[src/rtl/vga_timing_pkg.sv]
// rtl/vga_timing_pkg.sv - default VGA timing constants and shared types
package vga_timing_pkg;

    localparam int H_VIS_DEF  = 640;
    localparam int H_FP_DEF   = 16;
    localparam int H_SYNC_DEF = 96;
    localparam int H_BP_DEF   = 48;
    localparam int V_VIS_DEF  = 480;
    localparam int V_FP_DEF   = 10;
    localparam int V_SYNC_DEF = 2;
    localparam int V_BP_DEF   = 33;

    localparam int H_TOTAL = H_VIS_DEF + H_FP_DEF + H_SYNC_DEF + H_BP_DEF;
    localparam int V_TOTAL = V_VIS_DEF + V_FP_DEF + V_SYNC_DEF + V_BP_DEF;

    localparam int CW = 10;
    typedef logic [CW-1:0] coord_t;

    typedef struct packed {
        logic hs_n;
        logic vs_n;
        logic blank_n;
    } sync_t;

    // Idle (reset) state of the sync bundle: syncs deasserted, blanked.
    localparam sync_t SYNC_IDLE = sync_t'(3'b110);

    function automatic logic in_window(coord_t v, coord_t lo, coord_t hi);
        return (v >= lo) && (v <= hi);
    endfunction

endpackage

[src/rtl/vga_delay_line.sv]
// rtl/vga_delay_line.sv - parameterised-width, parameterised-depth register pipeline
module vga_delay_line #(
    parameter int               WIDTH   = 3,
    parameter int               DEPTH   = 2,
    parameter logic [WIDTH-1:0] RST_VAL = '0
) (
    input  logic             clk_i,
    input  logic             rst_ni,
    input  logic [WIDTH-1:0] d_i,
    output logic [WIDTH-1:0] q_o
);

    logic [WIDTH-1:0] pipe_q [DEPTH];

    always_ff @(posedge clk_i or negedge rst_ni) begin
        if (!rst_ni) begin
            for (int i = 0; i < DEPTH; i++) pipe_q[i] <= RST_VAL;
        end else begin
            pipe_q[0] <= d_i;
            for (int i = 1; i < DEPTH; i++) pipe_q[i] <= pipe_q[i-1];
        end
    end

    assign q_o = pipe_q[DEPTH-1];

endmodule

[src/rtl/vga_timing_ctrl.sv]
// rtl/vga_timing_ctrl.sv - VGA raster counters, pixel request and DAC-aligned sync/colour outputs
module vga_timing_ctrl
    import vga_timing_pkg::*;
#(
    parameter int H_VIS  = H_VIS_DEF,
    parameter int H_FP   = H_FP_DEF,
    parameter int H_SYNC = H_SYNC_DEF,
    parameter int H_BP   = H_BP_DEF,
    parameter int V_VIS  = V_VIS_DEF,
    parameter int V_FP   = V_FP_DEF,
    parameter int V_SYNC = V_SYNC_DEF,
    parameter int V_BP   = V_BP_DEF
) (
    input  logic       iVGA_CLK,
    input  logic       iRST_N,
    input  logic [9:0] iRed,
    input  logic [9:0] iGreen,
    input  logic [9:0] iBlue,
    output logic [9:0] oVGA_X,
    output logic [9:0] oVGA_Y,
    output logic       oRequest,
    output logic [9:0] oVGA_R,
    output logic [9:0] oVGA_G,
    output logic [9:0] oVGA_B,
    output logic       oVGA_HS,
    output logic       oVGA_VS,
    output logic       oVGA_BLANK_N,
    output logic       oVGA_SYNC_N,
    output logic       oFrame_Tick
);

    localparam coord_t H_VIS_C  = coord_t'(H_VIS);
    localparam coord_t V_VIS_C  = coord_t'(V_VIS);
    localparam coord_t H_LAST   = coord_t'(H_VIS + H_FP + H_SYNC + H_BP - 1);
    localparam coord_t V_LAST   = coord_t'(V_VIS + V_FP + V_SYNC + V_BP - 1);
    localparam coord_t HS_START = coord_t'(H_VIS + H_FP);
    localparam coord_t HS_END   = coord_t'(H_VIS + H_FP + H_SYNC - 1);
    localparam coord_t VS_START = coord_t'(V_VIS + V_FP);
    localparam coord_t VS_END   = coord_t'(V_VIS + V_FP + V_SYNC - 1);

    coord_t h_cnt_q, h_cnt_d;
    coord_t v_cnt_q, v_cnt_d;
    coord_t x_q, y_q;
    logic   req_q, tick_q;
    logic   visible;
    sync_t  sync_raw, sync1_q, sync_out;
    logic [9:0] r_q, g_q, b_q;

    always_comb begin
        h_cnt_d = h_cnt_q + coord_t'(1);
        v_cnt_d = v_cnt_q;
        if (h_cnt_q == H_LAST) begin
            h_cnt_d = '0;
            v_cnt_d = (v_cnt_q == V_LAST) ? '0 : v_cnt_q + coord_t'(1);
        end
    end

    assign visible          = (h_cnt_q < H_VIS_C) && (v_cnt_q < V_VIS_C);
    assign sync_raw.hs_n    = !in_window(h_cnt_q, HS_START, HS_END);
    assign sync_raw.vs_n    = !in_window(v_cnt_q, VS_START, VS_END);
    assign sync_raw.blank_n = visible;

    // Stage 1: coordinate request, with the raw syncs captured alongside it.
    always_ff @(posedge iVGA_CLK or negedge iRST_N) begin
        if (!iRST_N) begin
            h_cnt_q <= '0;
            v_cnt_q <= '0;
            x_q     <= '0;
            y_q     <= '0;
            req_q   <= 1'b0;
            tick_q  <= 1'b0;
            sync1_q <= SYNC_IDLE;
            r_q     <= '0;
            g_q     <= '0;
            b_q     <= '0;
        end else begin
            h_cnt_q <= h_cnt_d;
            v_cnt_q <= v_cnt_d;
            x_q     <= visible ? h_cnt_q : '0;
            y_q     <= visible ? v_cnt_q : '0;
            req_q   <= visible;
            tick_q  <= (h_cnt_q == '0) && (v_cnt_q == V_VIS_C);
            sync1_q <= sync_raw;
            r_q     <= iRed;
            g_q     <= iGreen;
            b_q     <= iBlue;
        end
    end

    // Two more stages line the syncs up with the colour returned by the pattern generator.
    vga_delay_line #(
        .WIDTH   ($bits(sync_t)),
        .DEPTH   (2),
        .RST_VAL (SYNC_IDLE)
    ) u_sync_dly (
        .clk_i  (iVGA_CLK),
        .rst_ni (iRST_N),
        .d_i    (sync1_q),
        .q_o    (sync_out)
    );

    assign oVGA_X       = x_q;
    assign oVGA_Y       = y_q;
    assign oRequest     = req_q;
    assign oFrame_Tick  = tick_q;
    assign oVGA_HS      = sync_out.hs_n;
    assign oVGA_VS      = sync_out.vs_n;
    assign oVGA_BLANK_N = sync_out.blank_n;
    assign oVGA_SYNC_N  = 1'b0;
    assign oVGA_R       = sync_out.blank_n ? r_q : '0;
    assign oVGA_G       = sync_out.blank_n ? g_q : '0;
    assign oVGA_B       = sync_out.blank_n ? b_q : '0;

endmodule

[config.mk]
export PLATFORM = sky130hd
export DESIGN_NAME = vga_timing_ctrl
export DESIGN_NICKNAME = d
export VERILOG_FILES = /design/src/rtl/vga_timing_pkg.sv /design/src/rtl/vga_delay_line.sv /design/src/rtl/vga_timing_ctrl.sv
export SDC_FILE = /design/constraint.sdc
export NUM_CORES = 1
export LEC_CHECK = 0
export CELL_PAD_IN_SITES_DETAIL_PLACEMENT = 0
export CELL_PAD_IN_SITES_GLOBAL_PLACEMENT = 1
export CORE_MARGIN = 2
export CORE_UTILIZATION = 25
export CTS_CLUSTER_SIZE = 25
export DETAILED_ROUTE_END_ITERATION = 10
export PLACE_DENSITY_LB_ADDON = 0.2
export SYNTH_ARGS = -nofsm -noshare
export SYNTH_HDL_FRONTEND = slang
export SYNTH_SLANG_ARGS = --single-unit
[constraint.sdc]
create_clock -name iVGA_CLK -period 2.3 [get_ports iVGA_CLK]
set_clock_uncertainty 0.15 [all_clocks]
set_input_delay 0.46 -clock iVGA_CLK [delete_from_list [all_inputs] [get_ports iVGA_CLK]]
set_output_delay 0.46 -clock iVGA_CLK [all_outputs]
set_load 0.1 [all_outputs]
# Word level (Yosys, flattened, before mapping)
# Index checks and enable logic that the tools add are counted.
[op_classes]
n_addsub = 2
mul = 0
div_mod_pow = 0
order_cmp = 6
n_eq_ne = 3
n_shift = 0
muxes = 7
bitwise = 0
reduce_logical = 7
[op_table]
columns = ["op", "count"]
rows = [
  ["two-way mux 10 bit", 7],
  ["adder 10 x 1 -> 10 bit (second input constant)", 2],
  ["equality test 10 bit (second input constant)", 2],
  ["equality test 10 x 9 -> 1 bit (second input constant)", 1],
  [">= comparator 10 bit (second input constant)", 1],
  [">= comparator 10 x 9 -> 1 bit (second input constant)", 1],
  ["less-or-equal comparator 10 bit (second input constant)", 1],
  ["less-or-equal comparator 10 x 9 -> 1 bit (second input constant)", 1],
  ["logical NOT 10 bit", 1],
  ["less-than comparator 10 bit (second input constant)", 1],
  ["less-than comparator 10 x 9 -> 1 bit (second input constant)", 1],
  ["logical AND 1 bit", 4],
  ["logical NOT 1 bit", 2],
]
[word_totals]
ff_bits = 80
latchBits = 0
mem_bits_rw = 0
mem_bits_ro = 0
out_inout_bits = 56
memories = 0

# Depth between registers and ports, before layout
# Gate-level depths: netlist of the first run.
[depth]
word_depth = 3
ltp_mapped = 7

# Hierarchy
# Synthesis of the first run repeated with hierarchy kept, for this count alone.
[hier_totals]
hier_cells = 231
area_unflattened_um2 = 3001.6
[modules_own_cells]
columns = ["module", "n_inst", "cells_per_inst", "area_each_um2", "seq_area_each_um2"]
rows = [
  ["vga_timing_ctrl", 1, 222, 2824.0, 1854.3],
  ["vga_delay_line", 1, 9, 177.7, 155.1],
]

# Worst setup path before layout of the first run
# OpenSTA, ideal clock, no wires.
[synth_path]
path_kind = "register -> output"
from = "reg u_sync_dly.pipe_q, in the netlist u_sync_dly.q_o[0]"
to = "out oVGA_B[7]"
arrival_time_ns = 1.966
required_ns = 1.690
slack_ns = -0.276
path_stages_with_launch = 3
cell_sequence = "dfrtp_1 clkbuf_1 and2_1"
[synth_via]
elab_chain_cells = 1
[synth_lines]
columns = ["item", "line", "text"]
rows = [
  ["start, declared", "vga_delay_line.sv:13", "logic [WIDTH-1:0] pipe_q [DEPTH];"],
  ["two-way mux 10 bit", "vga_timing_ctrl.sv:112", "assign oVGA_B = sync_out.blank_n ? b_q : '0;"],
  ["end, declared", "vga_timing_ctrl.sv:24", "output logic [9:0] oVGA_B,"],
]
# Every way passes these cells.

# Final worst setup path of the first run
[layout_path]
from = "reg v_cnt_q[0]"
to = "reg v_cnt_q[2]"
[layout_via]
elab_chain_cells = 2
elab_cells_between_ends = 3
cone_classes = "add/sub: 1; eq/ne: 1; mux: 1"
[layout_lines]
columns = ["item", "line", "text"]
rows = [
  ["start, declared", "vga_timing_ctrl.sv:42", "coord_t v_cnt_q, v_cnt_d;"],
  ["start signal, assigned", "vga_timing_ctrl.sv:78", "v_cnt_q <= v_cnt_d;"],
  ["adder 10 x 1 -> 10 bit / equality test 10 bit (equally long branches)", "vga_timing_ctrl.sv:54", "v_cnt_d = (v_cnt_q == V_LAST) ? '0 : v_cnt_q + coord_t'(1);"],
  ["two-way mux 10 bit *", "vga_timing_ctrl.sv:54", ""],
]
# Mark *: on every way between the ends. The rest lies on a longest branch, timed or not.
# A chain may end at the register's enable or synchronous reset.

==> results of run 1 <==
[registers in the layout (all words and copies together) (netlist names)]
register,count
b_q,10
r_q,10
u_sync_dly.q_o,3
sync1_q,3
oVGA_Y,10
h_cnt_q,10
oFrame_Tick,1
g_q,10
u_sync_dly.pipe_q,3
oVGA_X,10
v_cnt_q,10
[synth_stat cells (5+ instances only)]
| master | number | share of area, % |
|---|---|---|
| nand2_1 | 5 | 0.63 |
| inv_1 | 5 | 0.63 |
| clkbuf_1 | 7 | 0.89 |
| nand3_1 | 8 | 1.4 |
| dfstp_2 | 6 | 5.3 |
| dfrtp_1 | 74 | 63 |
| and2_1 | 46 | 9.7 |
| nand4_1 | 5 | 1.1 |
| xnor2_1 | 10 | 3.0 |
| nor4_1 | 8 | 1.7 |
| and3_1 | 5 | 1.1 |
| nor2_1 | 8 | 1.0 |
[what timing repair did]
action / in CTS / in global routing
hold buffers: 1 / 0
setup buffers: 0 / 0
resized for setup: 0 / 0
endpoints found under the hold margin: 23 / 0
[cell type report]
type | count | share of cell area [%]
Inverter | 5 | 0.403
Timing Repair Buffer | 94 | 25.7
Multi-Input combinational cell | 130 | 19.4
Tap cell | 143 | 3.84
Sequential cell | 80 | 43.1
Clock buffer | 11 | 5.42
Clock inverter | 5 | 2.20
[path summary, 6_finish.rpt]
path                                 startpoint              endpoint  slack [ns]  cells past startpoint
max in group asynchronous                iRST_N  u_sync_dly.pipe_q[4]        0.89                      3
hold reg to reg            u_sync_dly.pipe_q[3]     u_sync_dly.q_o[0]        0.20                      0
setup reg to reg                     v_cnt_q[0]            v_cnt_q[2]        0.27                      7
hold / removal             u_sync_dly.pipe_q[3]     u_sync_dly.q_o[0]        0.20                      0
setup / recovery                     v_cnt_q[0]            v_cnt_q[2]        0.27                      7
min in group asynchronous                iRST_N                b_q[4]        0.45                      2
[cells by family after synthesis]
group,after synthesis
AOI/OAI and AO/OA,7
xor gates and xnor gates,14
adders and majority gates,4
buffers and inverters,18
DFF,80
muxes,1
other,1
and+or+nand+nor,102
[worst register-to-register path, cell delays in order (launching register included)]
cell      delay [ns]
dfrtp_1         0.41
inv_1           0.12
ha_1            0.19
nor4bb_1        0.27
nand4_1         0.23
nor4_1          0.30
buf_4           0.20
nor2_1          0.05
[layer usage]
metal / up-vias / routed length (µm)
met1: 911 / 2960
met3: 11 / 432
met5: - / 0
met4: 0 / 153
met2: 69 / 2830
li1: 932 / -
[stage by stage]
step | std cells | power, mW | instance area (µm²) | hold slack (ns) | utilization [%]
after floorplan | 228 | 1.71 | 3000 | 0.0144 | -
after global placement | 451 | 1.93 | 4300 | 0.190 | 37.3
after detailed placement | 451 | 1.93 | 4300 | 0.192 | 37.3
after CTS | 468 | 3.62 | 4660 | 0.202 | 40.5
after global routing | 468 | 3.69 | 4660 | 0.200 | 40.5
final | 468 | 3.57 | 4660 | 0.199 | 40.5
[power by group through the flow]
stage          logic, mW  registers, mW  clock network, mW
2_1_floorplan      0.240           1.47                  0
3_3_place_gp       0.462           1.46                  0
3_5_place_dp       0.463           1.47                  0
6_report           0.460           1.44               1.67
4_1_cts            0.465           1.44               1.71
5_1_grt            0.476           1.44               1.77
==> flow_summary.ini, run 1 <==
[status]
outcome = finished with violations
violations = design-rule violations

[placed_design]
dp_slack_ns = 0.325
io_buffer_count = 86
gp_congestion = 0.819
dp_hpwl_um = 4440

[setup_path]
cp-start-kind = flip-flop
crit_type = reg -> reg
critical_path_buf_inv_count = 2
cp_cell_sequence = inv_1, ha_1, nor4bb_1, nand4_1, nor4_1, buf_4, nor2_1
cp_slowest_cell = dfrtp_1
max_stage_delay_ns = 0.41
cp.required_ns = 2.37
crit_path_end_kind = flip-flop
critPathArrivalTime_ns = 2.10
path_max_fanout = 4
critPathTopFamily = simple AND/OR/NAND/NOR gates

[yosys]
synth_area_mm2 = 0.00296
synth_adder_area_share_pct = 1.69
ys.flop_type = dfrtp_1
synth-seq-cells = 80
synth_compound_area_share_pct = 1.52
synth.distinct_cells = 36
synth_seq_area_share_pct = 67.8
synth_top_family_by_area = simple AND/OR/NAND/NOR gates
synthCells = 227
synth_warnings = 0
synthMuxAreaShare_pct = 0.380
synth-xor-area-share_pct = 4.14
async_flop_share_pct = 100
synth_edf_count = 0
synth_area_per_cell_um2 = 13.1
synth-simple-area-share_pct = 21.2

[global_routing]
grt.busiest_layer = met2
antenna_found_initial = 0
grt_max_degree = 55
grt_first_pass_wirelength_um = 10500
use_met2_pct = 16.1
grtUsageTotal_pct = 10.7
use_met3_pct = 2.57
grt_pass1_vias = 2059
gr-total-overflow = 0
grt_use_met1_pct = 14.3

[layout]
multi_input_area_um2 = 902
drive_gt1_share_pct = 36.6
areaGrowthSynthToFinish_pct = 57.3
regArea_mm2 = 0.00201
n_antenna_cell = 0
mostFrequentLayoutCells = 74 x dfrtp_1, 33 x buf_12, 30 x and2_2, 30 x clkdlybuf4s50_1, 30 x buf_4
fillCellCount = 1101
final_common_cell = dfrtp_1
nNetsFinal = 356

[timing]
final_max_slew_viol_count = 0
min_period_ns = 2.03
fmax_mhz = 494
period_share_pct = 88.1
hold_viol = 0
finalSetupViolCount = 0
grt_setup_unrepaired = false
layout_setup_ws_ns = 0.275
setup_tns_ns = 0

[drt]
antenna_left = 0
drc = 13
post_drt_via_cell_ratio = 4.11
avgRoutedWirePerCell_um = 13.6
drtIter0Drc = 77
drt_first_pass_iters = 7
vias = 1923
wl_um = 6370

[clocking]
cts_htree_levels = 3
clk_pin_slew_worst_paths_ns = 0.06
numCtsBuffers = 9
cts_tree = built
clockBufferDepth = 2
cts_root_buf = clkbuf_16
cts.sinks = 80
clock_latency_ns = 0.33

[power]
p_comb_share_pct = 12.9
irDropWorstVdd_uv = 327
clock_power_share_pct = 46.7
p_leak_nw = 2.10
powerDensity_mw_per_mm2 = 765
p_int_mw = 2.73
p_switching_mw = 0.838
switching_share_pct = 23.5
p_seq_share_pct = 40.4

[die]
die-area_mm2 = 0.0127
die_h_um = 113
io_pins = 88
rows = 39
core-area_mm2 = 0.0115
die_width_um = 113
initial_core_util_pct = 25.7

[run]
drv_cap = 0

[min_path]
min_path_type = reg -> reg
No activity file was read; power rests on OpenSTA's default activity.
==> run 2: changes to the inputs <==
Settings changed: MAX_ROUTING_LAYER set to met4.
==> run 2 against run 1 <==
  * The run still ends with design-rule violations left
  * Sequential share of layout area is the same
  * Global-route usage rose by 0.30 points
  * Wire length down 0.24%
  * Fmax decreased by 0.24%
  * Final cell count unchanged
  * Largest cell class unchanged
==> flow_summary.ini, run 2 (synthesized netlist as in run 1, its figures left out) <==
[setup_path]
worstSetupStartpoint = v_cnt_q[0]
crit_type = reg -> reg
critPathArrivalTime_ns = 2.10
max_stage_delay_ns = 0.41
cp-start-kind = flip-flop
cp_slowest_cell = dfrtp_1
critPathTopFamily = simple AND/OR/NAND/NOR gates
cp_num_cells = 7
path_max_fanout = 4
critical_path_buf_inv_count = 2
r2r_start = v_cnt_q[0]
ff2ff_setup_slack_ns = 0.27
cp_cell_sequence = inv_1, ha_1, nor4bb_1, nand4_1, nor4_1, buf_4, nor2_1
crit_path_end_kind = flip-flop
cp.required_ns = 2.37
reg2regPathDepth = 7
critPathCapture = v_cnt_q[2]
r2r_end = v_cnt_q[2]

[run]
drv_cap = 0

[timing]
final_max_slew_viol_count = 0
min_period_ns = 2.03
fmax_mhz = 493
hold_viol = 0
layout_setup_ws_ns = 0.270
period_share_pct = 88.3
finalSetupViolCount = 0
grt_setup_unrepaired = false
setup_tns_ns = 0

[placed_design]
place_area_mm2 = 0.00430
gp_congestion = 0.831
io_buffer_count = 86
dp_hpwl_um = 4440
dp_slack_ns = 0.325

[die]
io_pins = 88
die-area_mm2 = 0.0127
die_h_um = 113
core-area_mm2 = 0.0115
initial_core_util_pct = 25.7
rows = 39
die_width_um = 113

[clocking]
numCtsBuffers = 9
post_cts_resized = 0
clock_latency_ns = 0.33
clockBufferDepth = 2
cts.sinks = 80
cts_htree_levels = 3
cts_hold_buf = 1
cts_root_buf = clkbuf_16
clk_pin_slew_worst_paths_ns = 0.06
cts_setup_buffers = 0
cts_tree = built

[global_routing]
use_met2_pct = 16.1
grt.busiest_layer = met2
grtUsageTotal_pct = 11.0
grt_first_pass_wirelength_um = 10500
grt_max_degree = 55
grt_use_met1_pct = 14.2
use_met3_pct = 2.52
gr-total-overflow = 0
antenna_found_initial = 0
grt_pass1_vias = 2058

[layout]
areaGrowthSynthToFinish_pct = 57.3
regArea_mm2 = 0.00201
fin_area_mm2 = 0.00466
nNetsFinal = 356
n_antenna_cell = 0
fin_util_pct = 40.5
final_common_cell = dfrtp_1
mostFrequentLayoutCells = 74 x dfrtp_1, 33 x buf_12, 30 x and2_2, 30 x clkdlybuf4s50_1, 30 x buf_4
drive_gt1_share_pct = 36.6
fillCellCount = 1101
multi_input_area_um2 = 902

[min_path]
min_path_type = reg -> reg

[drt]
wl_um = 6360
drtIter0Drc = 82
post_drt_via_cell_ratio = 4.12
drt_first_pass_iters = 7
vias = 1927
antenna_left = 0
avgRoutedWirePerCell_um = 13.6
drc = 13

[status]
outcome = finished with violations
violations = design-rule violations

[power]
p_leak_nw = 2.10
irDropWorstVdd_uv = 327
power_mw = 3.56
powerDensity_mw_per_mm2 = 764
## run 2: cell counts in the layout (fill, tap and decap cells not counted)
Identical to the previous run, type by type.
## run 2: worst min path at each step
| stage | end | slack (ns) | from | depth (start not counted) |
|---|---|---|---|---|
| after CTS | u_sync_dly.q_o[0] | 0.20 | u_sync_dly.pipe_q[3] | 0 |
| after global placement | u_sync_dly.q_o[0] | 0.19 | u_sync_dly.pipe_q[3] | 0 |
| after floorplan | b_q[0] | 0.01 | iRST_N | 0 |
| final | u_sync_dly.q_o[0] | 0.20 | u_sync_dly.pipe_q[3] | 0 |
| after detailed placement | u_sync_dly.q_o[0] | 0.19 | u_sync_dly.pipe_q[3] | 0 |
| after global routing | u_sync_dly.pipe_q[5] | 0.20 | sync1_q[2] | 0 |
## run 2: report_power, final
group          total (mW)  switching, mW  internal (mW)
clock                1.66          0.546           1.12
sequential           1.44        0.00475           1.44
combinational       0.460          0.285          0.175
total                3.56          0.836           2.73
## run 2: cell type report
| class | instances | share of cell area [%] |
|---|---|---|
| clock inverter | 5 | 2.20 |
| clock buffer | 11 | 5.42 |
| sequential | 80 | 43.1 |
| timing repair buffer | 94 | 25.7 |
| tap | 143 | 3.84 |
| inverter | 5 | 0.403 |
| multi-input combinational | 130 | 19.4 |
## run 2: metal layers
| layer | wire (µm) | share of wire, % |
|---|---|---|
| met3 | 423 | 6.7 |
| met2 | 2840 | 45 |
| met1 | 2970 | 47 |
| met5 | 0 | 0 |
| met4 | 130 | 2.0 |
## run 2: metrics by stage
step | hold WS (ns) | std cells
2_1_floorplan | 0.0144 | 228
3_3_place_gp | 0.190 | 451
3_5_place_dp | 0.192 | 451
4_1_cts | 0.202 | 468
5_1_grt | 0.200 | 468
6_report | 0.199 | 468
## run 2: worst register-to-register path, stage by stage (launching register included)
cell and delay [ns]:
dfrtp_1 0.41, inv_1 0.12, ha_1 0.19, nor4bb_1 0.27, nand4_1 0.23, nor4_1 0.30, buf_4 0.20, nor2_1 0.05
